[config.mk]
export PLATFORM = sky130hd
export DESIGN_NAME = bpu_res_arbiter_flat
export DESIGN_NICKNAME = d
export VERILOG_FILES = /design/src/rtl/mmm_pkg.sv /design/src/rtl/bpu_res_arbiter_if.sv /design/src/rtl/bpu_res_arbiter.sv /design/src/flat_wrapper.sv
export SDC_FILE = /design/constraint.sdc
export NUM_CORES = 1
export LEC_CHECK = 0
export ABC_AREA = 0
export BUFFER_PORTS_ARGS = -buffer_cell sky130_fd_sc_hd__buf_2
export CAP_MARGIN = 20
export CORE_ASPECT_RATIO = 0.8
export CORE_MARGIN = 2
export CORE_UTILIZATION = 40
export CTS_BUF_LIST = sky130_fd_sc_hd__clkbuf_8
export DETAILED_ROUTE_END_ITERATION = 7
export GPL_TIMING_DRIVEN = 0
export SLEW_MARGIN = 5
export SYNTH_ARGS = -nofsm -noshare
export SYNTH_HDL_FRONTEND = slang
export SYNTH_SLANG_ARGS = --single-unit
[constraint.sdc]
create_clock -name clk_i -period 3.4 [get_ports clk_i]
set_input_delay 0.34 -clock clk_i [delete_from_list [all_inputs] [get_ports clk_i]]
set_output_delay 0.34 -clock clk_i [all_outputs]
set_load 0.02 [all_outputs]
[src/rtl/mmm_pkg.sv]
// Shared widths for the fetch/predict cluster.
package mmm_pkg;
  localparam int XLEN = 32;
  localparam int HLEN = 10;
endpackage

[src/rtl/bpu_res_arbiter_if.sv]
// Requester-side resolution handshakes and the single BPU update port of bpu_res_arbiter.
interface bpu_res_arbiter_if #(
  parameter int N_REQ = 2
);
  localparam int XLEN = mmm_pkg::XLEN;
  localparam int HLEN = mmm_pkg::HLEN;

  logic                    flush_i;
  logic [N_REQ-1:0]        req_valid_i;
  logic [N_REQ-1:0]        req_ready_o;
  logic [N_REQ*XLEN-1:0]   req_pc_i;
  logic [N_REQ*HLEN-1:0]   req_index_i;
  logic [N_REQ*XLEN-1:0]   req_target_i;
  logic [N_REQ-1:0]        req_taken_i;
  logic [N_REQ-1:0]        req_mispredict_i;

  logic                    res_valid_o;
  logic [XLEN-1:0]         res_pc_o;
  logic [HLEN-1:0]         res_index_o;
  logic [XLEN-1:0]         res_target_o;
  logic                    res_taken_o;
  logic                    res_mispredict_o;
  logic                    pending_o;

  modport master (
    output flush_i, req_valid_i, req_pc_i, req_index_i, req_target_i,
           req_taken_i, req_mispredict_i,
    input  req_ready_o, res_valid_o, res_pc_o, res_index_o, res_target_o,
           res_taken_o, res_mispredict_o, pending_o
  );

  modport slave (
    input  flush_i, req_valid_i, req_pc_i, req_index_i, req_target_i,
           req_taken_i, req_mispredict_i,
    output req_ready_o, res_valid_o, res_pc_o, res_index_o, res_target_o,
           res_taken_o, res_mispredict_o, pending_o
  );
endinterface

[src/rtl/bpu_res_arbiter.sv]
// Per-requester resolution FIFOs feeding one registered BPU update per cycle.
// BPU_ARB_MISP_PRIO_EN: when defined, mispredicted heads win over correct ones.
module bpu_res_arbiter #(
  parameter int N_REQ = 2,
  parameter int DEPTH = 4
) (
  input  logic             clk_i,
  input  logic             rst_n_i,
  bpu_res_arbiter_if.slave bus
);
  localparam int XLEN = mmm_pkg::XLEN;
  localparam int HLEN = mmm_pkg::HLEN;
  localparam int AW   = $clog2(DEPTH);
  localparam int CW   = AW + 1;
  localparam int GW   = (N_REQ > 1) ? $clog2(N_REQ) : 1;

  localparam logic [CW-1:0] FULL_CNT = CW'(DEPTH);
  localparam logic [CW-1:0] CNT_ZERO = {CW{1'b0}};
  localparam logic [CW-1:0] CNT_ONE  = {{(CW-1){1'b0}}, 1'b1};
  localparam logic [AW-1:0] PTR_ZERO = {AW{1'b0}};
  localparam logic [AW-1:0] PTR_ONE  = {{(AW-1){1'b0}}, 1'b1};
  localparam logic [GW-1:0] RR_ZERO  = {GW{1'b0}};
  localparam logic [GW-1:0] RR_ONE   = {{(GW-1){1'b0}}, 1'b1};
  localparam logic [GW-1:0] RR_LAST  = GW'(N_REQ - 1);

  typedef struct packed {
    logic [XLEN-1:0] pc;
    logic [HLEN-1:0] index;
    logic [XLEN-1:0] target;
    logic            taken;
    logic            mispredict;
  } entry_t;

  localparam entry_t ENTRY_ZERO = {$bits(entry_t){1'b0}};

  entry_t           fifo_mem_r [N_REQ][DEPTH];
  logic [AW-1:0]    wr_ptr_r   [N_REQ];
  logic [AW-1:0]    rd_ptr_r   [N_REQ];
  logic [CW-1:0]    count_r    [N_REQ];
  logic [GW-1:0]    rr_ptr_r;
  entry_t           res_r;
  logic             res_valid_r;

  entry_t           req_entry_s [N_REQ];
  entry_t           head_s      [N_REQ];
  logic [N_REQ-1:0] ready_s;
  logic [N_REQ-1:0] push_s;
  logic [N_REQ-1:0] pop_s;
  logic [N_REQ-1:0] nonempty_s;
  logic [N_REQ-1:0] misp_head_s;
  logic [N_REQ-1:0] cand_s;
  logic             grant_valid_s;
  logic [GW-1:0]    grant_idx_s;
  entry_t           grant_entry_s;

  // Decode requester slices and expose each FIFO head
  always_comb begin
    for (int i = 0; i < N_REQ; i++) begin
      req_entry_s[i].pc         = bus.req_pc_i[i*XLEN +: XLEN];
      req_entry_s[i].index      = bus.req_index_i[i*HLEN +: HLEN];
      req_entry_s[i].target     = bus.req_target_i[i*XLEN +: XLEN];
      req_entry_s[i].taken      = bus.req_taken_i[i];
      req_entry_s[i].mispredict = bus.req_mispredict_i[i];
      // Ready looks only at the registered count: a full FIFO never accepts
      // in the same cycle it is popped.
      ready_s[i]     = (count_r[i] != FULL_CNT);
      push_s[i]      = bus.req_valid_i[i] & ready_s[i];
      nonempty_s[i]  = (count_r[i] != CNT_ZERO);
      head_s[i]      = fifo_mem_r[i][rd_ptr_r[i]];
      misp_head_s[i] = nonempty_s[i] & head_s[i].mispredict;
    end
  end

  // Pick one non-empty head, scanning upward from rr_ptr within the winning class
  always_comb begin
`ifdef BPU_ARB_MISP_PRIO_EN
    cand_s = (|misp_head_s) ? misp_head_s : nonempty_s;
`else
    cand_s = nonempty_s;
`endif
    grant_valid_s = 1'b0;
    grant_idx_s   = RR_ZERO;
    for (int k = 0; k < N_REQ; k++) begin
      for (int j = 0; j < N_REQ; j++) begin
        if (!grant_valid_s && cand_s[j] && (((int'(rr_ptr_r) + k) % N_REQ) == j)) begin
          grant_valid_s = 1'b1;
          grant_idx_s   = GW'(j);
        end else begin
          grant_valid_s = grant_valid_s;
        end
      end
    end
  end

  // Route the granted head to the output register and flag its pop
  always_comb begin
    grant_entry_s = ENTRY_ZERO;
    pop_s         = {N_REQ{1'b0}};
    for (int i = 0; i < N_REQ; i++) begin
      if (grant_valid_s && (grant_idx_s == GW'(i))) begin
        pop_s[i]      = 1'b1;
        grant_entry_s = head_s[i];
      end else begin
        pop_s[i] = 1'b0;
      end
    end
  end

  // FIFO payload storage; slots are only read once counted, so no reset is needed
  always_ff @(posedge clk_i) begin
    for (int i = 0; i < N_REQ; i++) begin
      if (push_s[i] && !bus.flush_i) begin
        fifo_mem_r[i][wr_ptr_r[i]] <= req_entry_s[i];
      end
    end
  end

  // FIFO pointers/counts, round-robin pointer and the BPU update register
  always_ff @(posedge clk_i or negedge rst_n_i) begin
    if (!rst_n_i) begin
      for (int i = 0; i < N_REQ; i++) begin
        wr_ptr_r[i] <= PTR_ZERO;
        rd_ptr_r[i] <= PTR_ZERO;
        count_r[i]  <= CNT_ZERO;
      end
      rr_ptr_r    <= RR_ZERO;
      res_r       <= ENTRY_ZERO;
      res_valid_r <= 1'b0;
    end else if (bus.flush_i) begin
      // Flush drops queued work and the in-flight pop but keeps rr fairness state.
      for (int i = 0; i < N_REQ; i++) begin
        wr_ptr_r[i] <= PTR_ZERO;
        rd_ptr_r[i] <= PTR_ZERO;
        count_r[i]  <= CNT_ZERO;
      end
      res_valid_r <= 1'b0;
    end else begin
      for (int i = 0; i < N_REQ; i++) begin
        if (push_s[i]) begin
          wr_ptr_r[i] <= wr_ptr_r[i] + PTR_ONE;
        end
        if (pop_s[i]) begin
          rd_ptr_r[i] <= rd_ptr_r[i] + PTR_ONE;
        end
        case ({push_s[i], pop_s[i]})
          2'b10:   count_r[i] <= count_r[i] + CNT_ONE;
          2'b01:   count_r[i] <= count_r[i] - CNT_ONE;
          default: count_r[i] <= count_r[i];
        endcase
      end
      if (grant_valid_s) begin
        rr_ptr_r    <= (grant_idx_s == RR_LAST) ? RR_ZERO : (grant_idx_s + RR_ONE);
        res_r       <= grant_entry_s;
        res_valid_r <= 1'b1;
      end else begin
        res_valid_r <= 1'b0;
      end
    end
  end

  assign bus.req_ready_o      = ready_s;
  assign bus.pending_o        = |nonempty_s;
  assign bus.res_valid_o      = res_valid_r;
  assign bus.res_pc_o         = res_r.pc;
  assign bus.res_index_o      = res_r.index;
  assign bus.res_target_o     = res_r.target;
  assign bus.res_taken_o      = res_r.taken;
  assign bus.res_mispredict_o = res_r.mispredict;

endmodule

[src/flat_wrapper.sv]
// flat-port wrapper written by rule: the top's interface ports become plain ports
module bpu_res_arbiter_flat 
#(
  parameter int N_REQ = 2,
  parameter int DEPTH = 4
)
  (clk_i, rst_n_i, bus_flush_i, bus_req_valid_i, bus_req_pc_i, bus_req_index_i, bus_req_target_i, bus_req_taken_i, bus_req_mispredict_i, bus_req_ready_o, bus_res_valid_o, bus_res_pc_o, bus_res_index_o, bus_res_target_o, bus_res_taken_o, bus_res_mispredict_o, bus_pending_o);
  bpu_res_arbiter_if #(.N_REQ(N_REQ)) bus_i ();
  input  logic clk_i;
  input  logic rst_n_i;
  input wire logic [$bits(bus_i.flush_i)-1:0] bus_flush_i;
  input wire logic [$bits(bus_i.req_valid_i)-1:0] bus_req_valid_i;
  input wire logic [$bits(bus_i.req_pc_i)-1:0] bus_req_pc_i;
  input wire logic [$bits(bus_i.req_index_i)-1:0] bus_req_index_i;
  input wire logic [$bits(bus_i.req_target_i)-1:0] bus_req_target_i;
  input wire logic [$bits(bus_i.req_taken_i)-1:0] bus_req_taken_i;
  input wire logic [$bits(bus_i.req_mispredict_i)-1:0] bus_req_mispredict_i;
  output wire logic [$bits(bus_i.req_ready_o)-1:0] bus_req_ready_o;
  output wire logic [$bits(bus_i.res_valid_o)-1:0] bus_res_valid_o;
  output wire logic [$bits(bus_i.res_pc_o)-1:0] bus_res_pc_o;
  output wire logic [$bits(bus_i.res_index_o)-1:0] bus_res_index_o;
  output wire logic [$bits(bus_i.res_target_o)-1:0] bus_res_target_o;
  output wire logic [$bits(bus_i.res_taken_o)-1:0] bus_res_taken_o;
  output wire logic [$bits(bus_i.res_mispredict_o)-1:0] bus_res_mispredict_o;
  output wire logic [$bits(bus_i.pending_o)-1:0] bus_pending_o;
  assign bus_i.flush_i = bus_flush_i;
  assign bus_i.req_valid_i = bus_req_valid_i;
  assign bus_i.req_pc_i = bus_req_pc_i;
  assign bus_i.req_index_i = bus_req_index_i;
  assign bus_i.req_target_i = bus_req_target_i;
  assign bus_i.req_taken_i = bus_req_taken_i;
  assign bus_i.req_mispredict_i = bus_req_mispredict_i;
  assign bus_req_ready_o = bus_i.req_ready_o;
  assign bus_res_valid_o = bus_i.res_valid_o;
  assign bus_res_pc_o = bus_i.res_pc_o;
  assign bus_res_index_o = bus_i.res_index_o;
  assign bus_res_target_o = bus_i.res_target_o;
  assign bus_res_taken_o = bus_i.res_taken_o;
  assign bus_res_mispredict_o = bus_i.res_mispredict_o;
  assign bus_pending_o = bus_i.pending_o;
  bpu_res_arbiter #(.N_REQ(N_REQ), .DEPTH(DEPTH)) u_core (.clk_i(clk_i), .rst_n_i(rst_n_i), .bus(bus_i));
endmodule
== Word-level counts from Yosys, hierarchy flattened ==
Memory sizes are Yosys's and may differ from the RTL's.
Cells that the tools add are included.
Storage, ports and cells
  bits in registers: 92
  input bits: 157
  memories: 1
  bits in writable memories: 608
  output and inout port bits: 80
  logic and storage cells: 112
Operators by class
  $add $sub $neg: 10
  reductions and logical operators: 29
  bitwise operators: 9
  equal/unequal tests: 7
  mux-type cells: 37
  $lt $le $gt $ge: 6
Memories
  u_core.fifo_mem_r: words 2, bits a word 304, read ports 2, clocked after memory_dff 0, wr ports 2, line bpu_res_arbiter.sv:36  | entry_t fifo_mem_r [N_REQ][DEPTH];
Operators with widths (count)
  $mux W304: 2
  $mux W76: 8
  $bmux W76 S2: 2
  $demux W76 S2: 2
  $logic_not A32 Y1: 2
  $mux W1: 14
  $logic_and A1 B1 Y1: 13
  $ge A3 B3 Y1 const B: 4
  $not A2 Y3: 4
  $pmux W3 S2: 2
  $reduce_bool A3 Y1: 4
  $add A2 B1 Y2 const B: 4
  $mux W2: 4
  $mux W4: 2
  $reduce_bool A2 Y1: 4
  $add A3 B1 Y3 const B: 2
  $eq A2 B2 Y1 const B: 3
  $lt A3 B1 Y1 const B: 2
  $mux W6: 1
  $ne A3 B3 Y1 const B: 2
  $sub A3 B1 Y3 const B: 2
  $eq A2 B1 Y1 const B: 2
  $logic_not A1 Y1: 4
  $add A1 B1 Y1 const B: 2
  other kinds (5): 7

== Depth between registers and ports, before layout ==
  word-level depth: 21
  gate-level depth with buffers: 8
  mapped depth without buffers: 8

== Worst setup path after synthesis ==
Ideal clock, no wire load.
  path kind: reg-to-reg
  from: register u_core.count_r[2] (netlist bit)
  to: memory u_core.fifo_mem_r[0][304] (netlist bit) (enable)
  arrival time: 2.931 ns
  setup slack: 0.026 ns
  buffers on the path: 0
  cell stages (with the launch flop): 6
  setup time: 0.443 ns
  period minus slack after synthesis: 3.374 ns
  cell sequence: dfrtp_1 > nor3b_1 > inv_1 > nand2_1 > nor2_1 > and2_1
RTL lines
  start: declaration: line bpu_res_arbiter.sv:39  | logic [CW-1:0] count_r [N_REQ];
  start signal: indexed assignment: line bpu_res_arbiter.sv:146  | 2'b10: count_r[i] <= count_r[i] + CNT_ONE;
  start signal: indexed assignment: line bpu_res_arbiter.sv:147  | 2'b01: count_r[i] <= count_r[i] - CNT_ONE;
  start signal: indexed assignment: line bpu_res_arbiter.sv:148  | default: count_r[i] <= count_r[i];
  end: declaration: line bpu_res_arbiter.sv:36

== Worst setup path after layout ==
  from: register u_core.count_r[3] (netlist bit)
  to: register u_core.count_r[5] (netlist bit)
On the way
  word-level cells in the longest chain between the ends: 21
  elaborated cells on any way between the ends: 30
  classes of those cells: add/sub: 2; eq/ne: 3; mux: 10; bitwise: 2; reduce/logical: 13
Ends and longest elaborated chain
  $reduce_bool A3 Y1: line bpu_res_arbiter.sv:68  | nonempty_s[i] = (count_r[i] != CNT_ZERO);
  $logic_and A1 B1 Y1: line bpu_res_arbiter.sv:85  | if (!grant_valid_s && cand_s[j] && (((int'(rr_ptr_r) + k) % N_REQ) == j)) begin
  $mux W1: line bpu_res_arbiter.sv:85
  $logic_not A1 Y1: line bpu_res_arbiter.sv:85
  $logic_and A1 B1 Y1 (2 in a row): line bpu_res_arbiter.sv:85
  $mux W1: line bpu_res_arbiter.sv:85
  $logic_not A1 Y1: line bpu_res_arbiter.sv:85
  $logic_and A1 B1 Y1 (2 in a row): line bpu_res_arbiter.sv:85
  [... 2 more ...]
  $logic_and A1 B1 Y1 (2 in a row): line bpu_res_arbiter.sv:85
  $mux W1: line bpu_res_arbiter.sv:85
  $not A1 Y1: line bpu_res_arbiter.sv:100  | if (grant_valid_s && (grant_idx_s == GW'(i))) begin
  $logic_and A1 B1 Y1: line bpu_res_arbiter.sv:100
  $mux W1: line bpu_res_arbiter.sv:100
  $eq A2 B1 Y1 or $eq A2 B2 Y1 (tied branches): line bpu_res_arbiter.sv:145  | case ({push_s[i], pop_s[i]})
  $pmux W3 S2: line bpu_res_arbiter.sv:145
  $mux W6: line bpu_res_arbiter.sv:129  | end else if (bus.flush_i) begin
Parallel ways exist; a longest one is shown, timed or not.
A chain may end at the register's enable or synchronous reset.

==> results.yml <==
grt:
  grt_pass1_vias: 14999
  grt_first_pass_wirelength_mm: 95.2
  antenna_found_initial: 9
  grt_use_total_pct: 19.2
  overflow: 0
  grt_max_degree: 56
final_layout:
  post-route-util_pct: 49.7
  fillers: 5533
  fin_cells: 2715
  regArea_mm2: 0.0206
  nNetsFinal: 1923
  multiInputGateArea_mm2: 0.00535
  fin_area_mm2: 0.0325
  drive_above_1_share_pct: 31.9
  area_growth_pct: 23.5
worst_setup_path:
  cp_slowest_cell: "nor3_4"
  cp_cell_sequence: "nor3_4 > nor2_4 > buf_2 > and2_1 > fa_1 > a2111oi_4 > o21ai_0 > nor3b_2"
  reg2reg_depth: 8
  cp-start-kind: "register"
  worst_setup_path_end_kind: "register"
  crit_cells: 8
  crit_path_max_incr_delay_ns: 0.50
  critPathMaxFanout: 10
  path_class: "reg2reg"
  crit_buf_inv: 1
  path_delay_family: "simple AND/OR/NAND/NOR gates"
  cp.arrival_ns: 3.24
  crit_required_ns: 3.97
  r2r_setup_slack_ns: 0.72
clock_network:
  postCtsSetupRepairBufs: 0
  cts_root_buf: "clkbuf_8"
  cts.sinks: 700
  cts_made_buffers: 110
  cts_max_path_buffers: 3
  clkTransAtPathRegs_ns: 0.06
  tritoncts: "done"
  hold_buffers: 156
  post_cts_resized: 0
  clk_latency_ns: 0.70
  cts.htree.levels: 3
detailed_routing:
  ant_nets: 0
  drt-initial-drc-count: 1092
  avgRoutedWirePerCell_um: 23.8
  via_per_inst: 5.19
  drc: 0
  vias: 14100
  totalWireLength_mm: 64.7
  dr.pass1.iters: 5
logic_synthesis:
  synth-edff-count: 608
  syn_nets: 1410
  yosysUniqueCellTypes: 42
  synthTopCellsByArea: "edfxtp_1 (69%), mux4_2 (13%), dfrtp_1 (8.8%)"
  synth_top_area_cell: "edfxtp_1"
  synth_cells: 1243
  synth.most_common_cell: "edfxtp_1"
  ys_seq_area_share_pct: 78.2
  synthTopCellsByCount: "edfxtp_1 (608), mux4_2 (152), dfrtp_1 (92)"
  synthArstFlopShare_pct: 13.1
  syn_area_mm2: 0.0263
  yosysTopAreaCellShare_pct: 69.4
  yosys_warnings: 0
  ys_seq_elements: 700
  synthFlopType: "edfxtp_1"
  syn_avg_cell_area_um2: 21.2
timing:
  worst_pin_slew_ns: 1.12
  drv_slew: 0
  period_minus_slack_ns: 2.68
  setup_viol: 0
  fmaxAchievable_ghz: 0.374
  tns_ns: 0
  final-hold-violation-count: 0
  finalCritPeriodShare_pct: 78.7
  slew_headroom_pct: 25.0
  rsz0062_at_grt: "false"
  skew_ns: 0.0324
floorplan:
  rows: 84
  initial_core_util_pct: 40.2
  die_area_mm2: 0.0678
  core_area_mm2: 0.0654
  io_pins: 237
  die_width_um: 291
  die_h_um: 233
pwr:
  peakVddDrop_v: 0.000313
  power_leakage_uw: 0.0113
  power.density_mw_per_mm2: 777
  power.total_uw: 25200
run_status:
  status: "completed"
placed_design:
  dp_hpwl_mm: 39.7
  postPlaceCellArea_mm2: 0.0288
  io_buffers: 236
  place_inst: 2348
  gp_congestion: 0.730
run:
  drv_cap: 0
worst_hold_path:
  hold_class: "in2async"
-- layer usage --
layer / track usage [%] / share of wire (%)
met5: 0 / 0.082
met4: 4.57 / 1.6
met3: 5.41 / 6.6
met2: 30.8 / 48
met1: 26.1 / 44
-- area by class of cell --
class                           instances  area share [%]
Sequential cell                       700            63.3
Clock buffer                          124            5.25
Timing Repair Buffer                  401            9.22
Tap cell                              860            3.31
Inverter                                7          0.0809
Multi-Input combinational cell        463            16.5
Clock inverter                         84            1.18
Buffer                                 73            1.17
Antenna cell                            3          0.0231
-- cell usage in the layout, fill, tap and decap left out, types with 5 or more instances in the layout --
cell and count:
buf_6 6, dlygate4sd3_1 156, and2_4 8, clkinv_1 22, buf_4 10, a21oi_1 80
dfrtp_1 92, nand2_1 5, a22oi_1 76, xnor2_1 5, clkbuf_1 30, inv_1 58
edfxtp_1 608, ha_1 8, buf_2 261, buf_16 9, clkbuf_8 124, mux4_2 152
nor2_1 88
-- stage by stage --
step | hold slack, ns | setup slack (ns)
after floorplan | 0.0444 | 0.0263
after global placement | 0.509 | -1.95
after detailed placement | 0.281 | 0.742
after CTS | 0.0784 | 0.727
after global routing | 0.101 | 0.587
final | 0.132 | 0.725
-- logic make-up (layout without fill, tap and decap cells) --
logic type | after synthesis | in the layout | share of synthesized area (%)
DFF | 700 | 700 | 78.2
AOI/OAI and AO/OA | 165 | 165 | 4.04
muxes | 157 | 157 | 13.2
and+or+nand+nor | 123 | 123 | 2.13
buffers and inverters | 80 | 689 | 1.55
adders and majority gates | 10 | 10 | 0.533
xor gates and xnor gates | 8 | 8 | 0.324
other | 0 | 3 | 0
-- where the power goes --
group	internal [uW]	total, uW	switching, uW
sequential	10400	10800	441
clock	3410	6630	3220
combinational	3090	7800	4700
-- path summary, 6_finish.rpt --
path,startpoint,endpoint
max reg2reg,u_core.count_r[3]$_DFFE_PN0P_,u_core.count_r[5]$_DFFE_PN0P_
min in group clk_i,bus_req_pc_i[6],u_core.fifo_mem_r[0][278]$_DFFE_PP_
min,rst_n_i,u_core.bus.res_target_o[5]$_DFFE_PN0P_
max in group asynchronous,rst_n_i,u_core.bus.res_pc_o[30]$_DFFE_PN0P_
min reg2reg,u_core.bus.res_pc_o[28]$_DFFE_PN0P_,u_core.bus.res_pc_o[28]$_DFFE_PN0P_
max,u_core.count_r[3]$_DFFE_PN0P_,u_core.count_r[5]$_DFFE_PN0P_
-- registers in the layout (all words and copies together) (netlist names) --
register / flops
u_core.count_r: 6
u_core.bus.res_valid_o: 1
u_core.bus.res_mispredict_o: 1
u_core.rd_ptr_r: 4
u_core.bus.res_index_o: 10
u_core.fifo_mem_r: 608
u_core.bus.res_target_o: 32
u_core.bus.res_taken_o: 1
u_core.rr_ptr_r: 1
u_core.bus.res_pc_o: 32
u_core.wr_ptr_r: 4
Note: power is estimated with default switching activity, not from simulation.
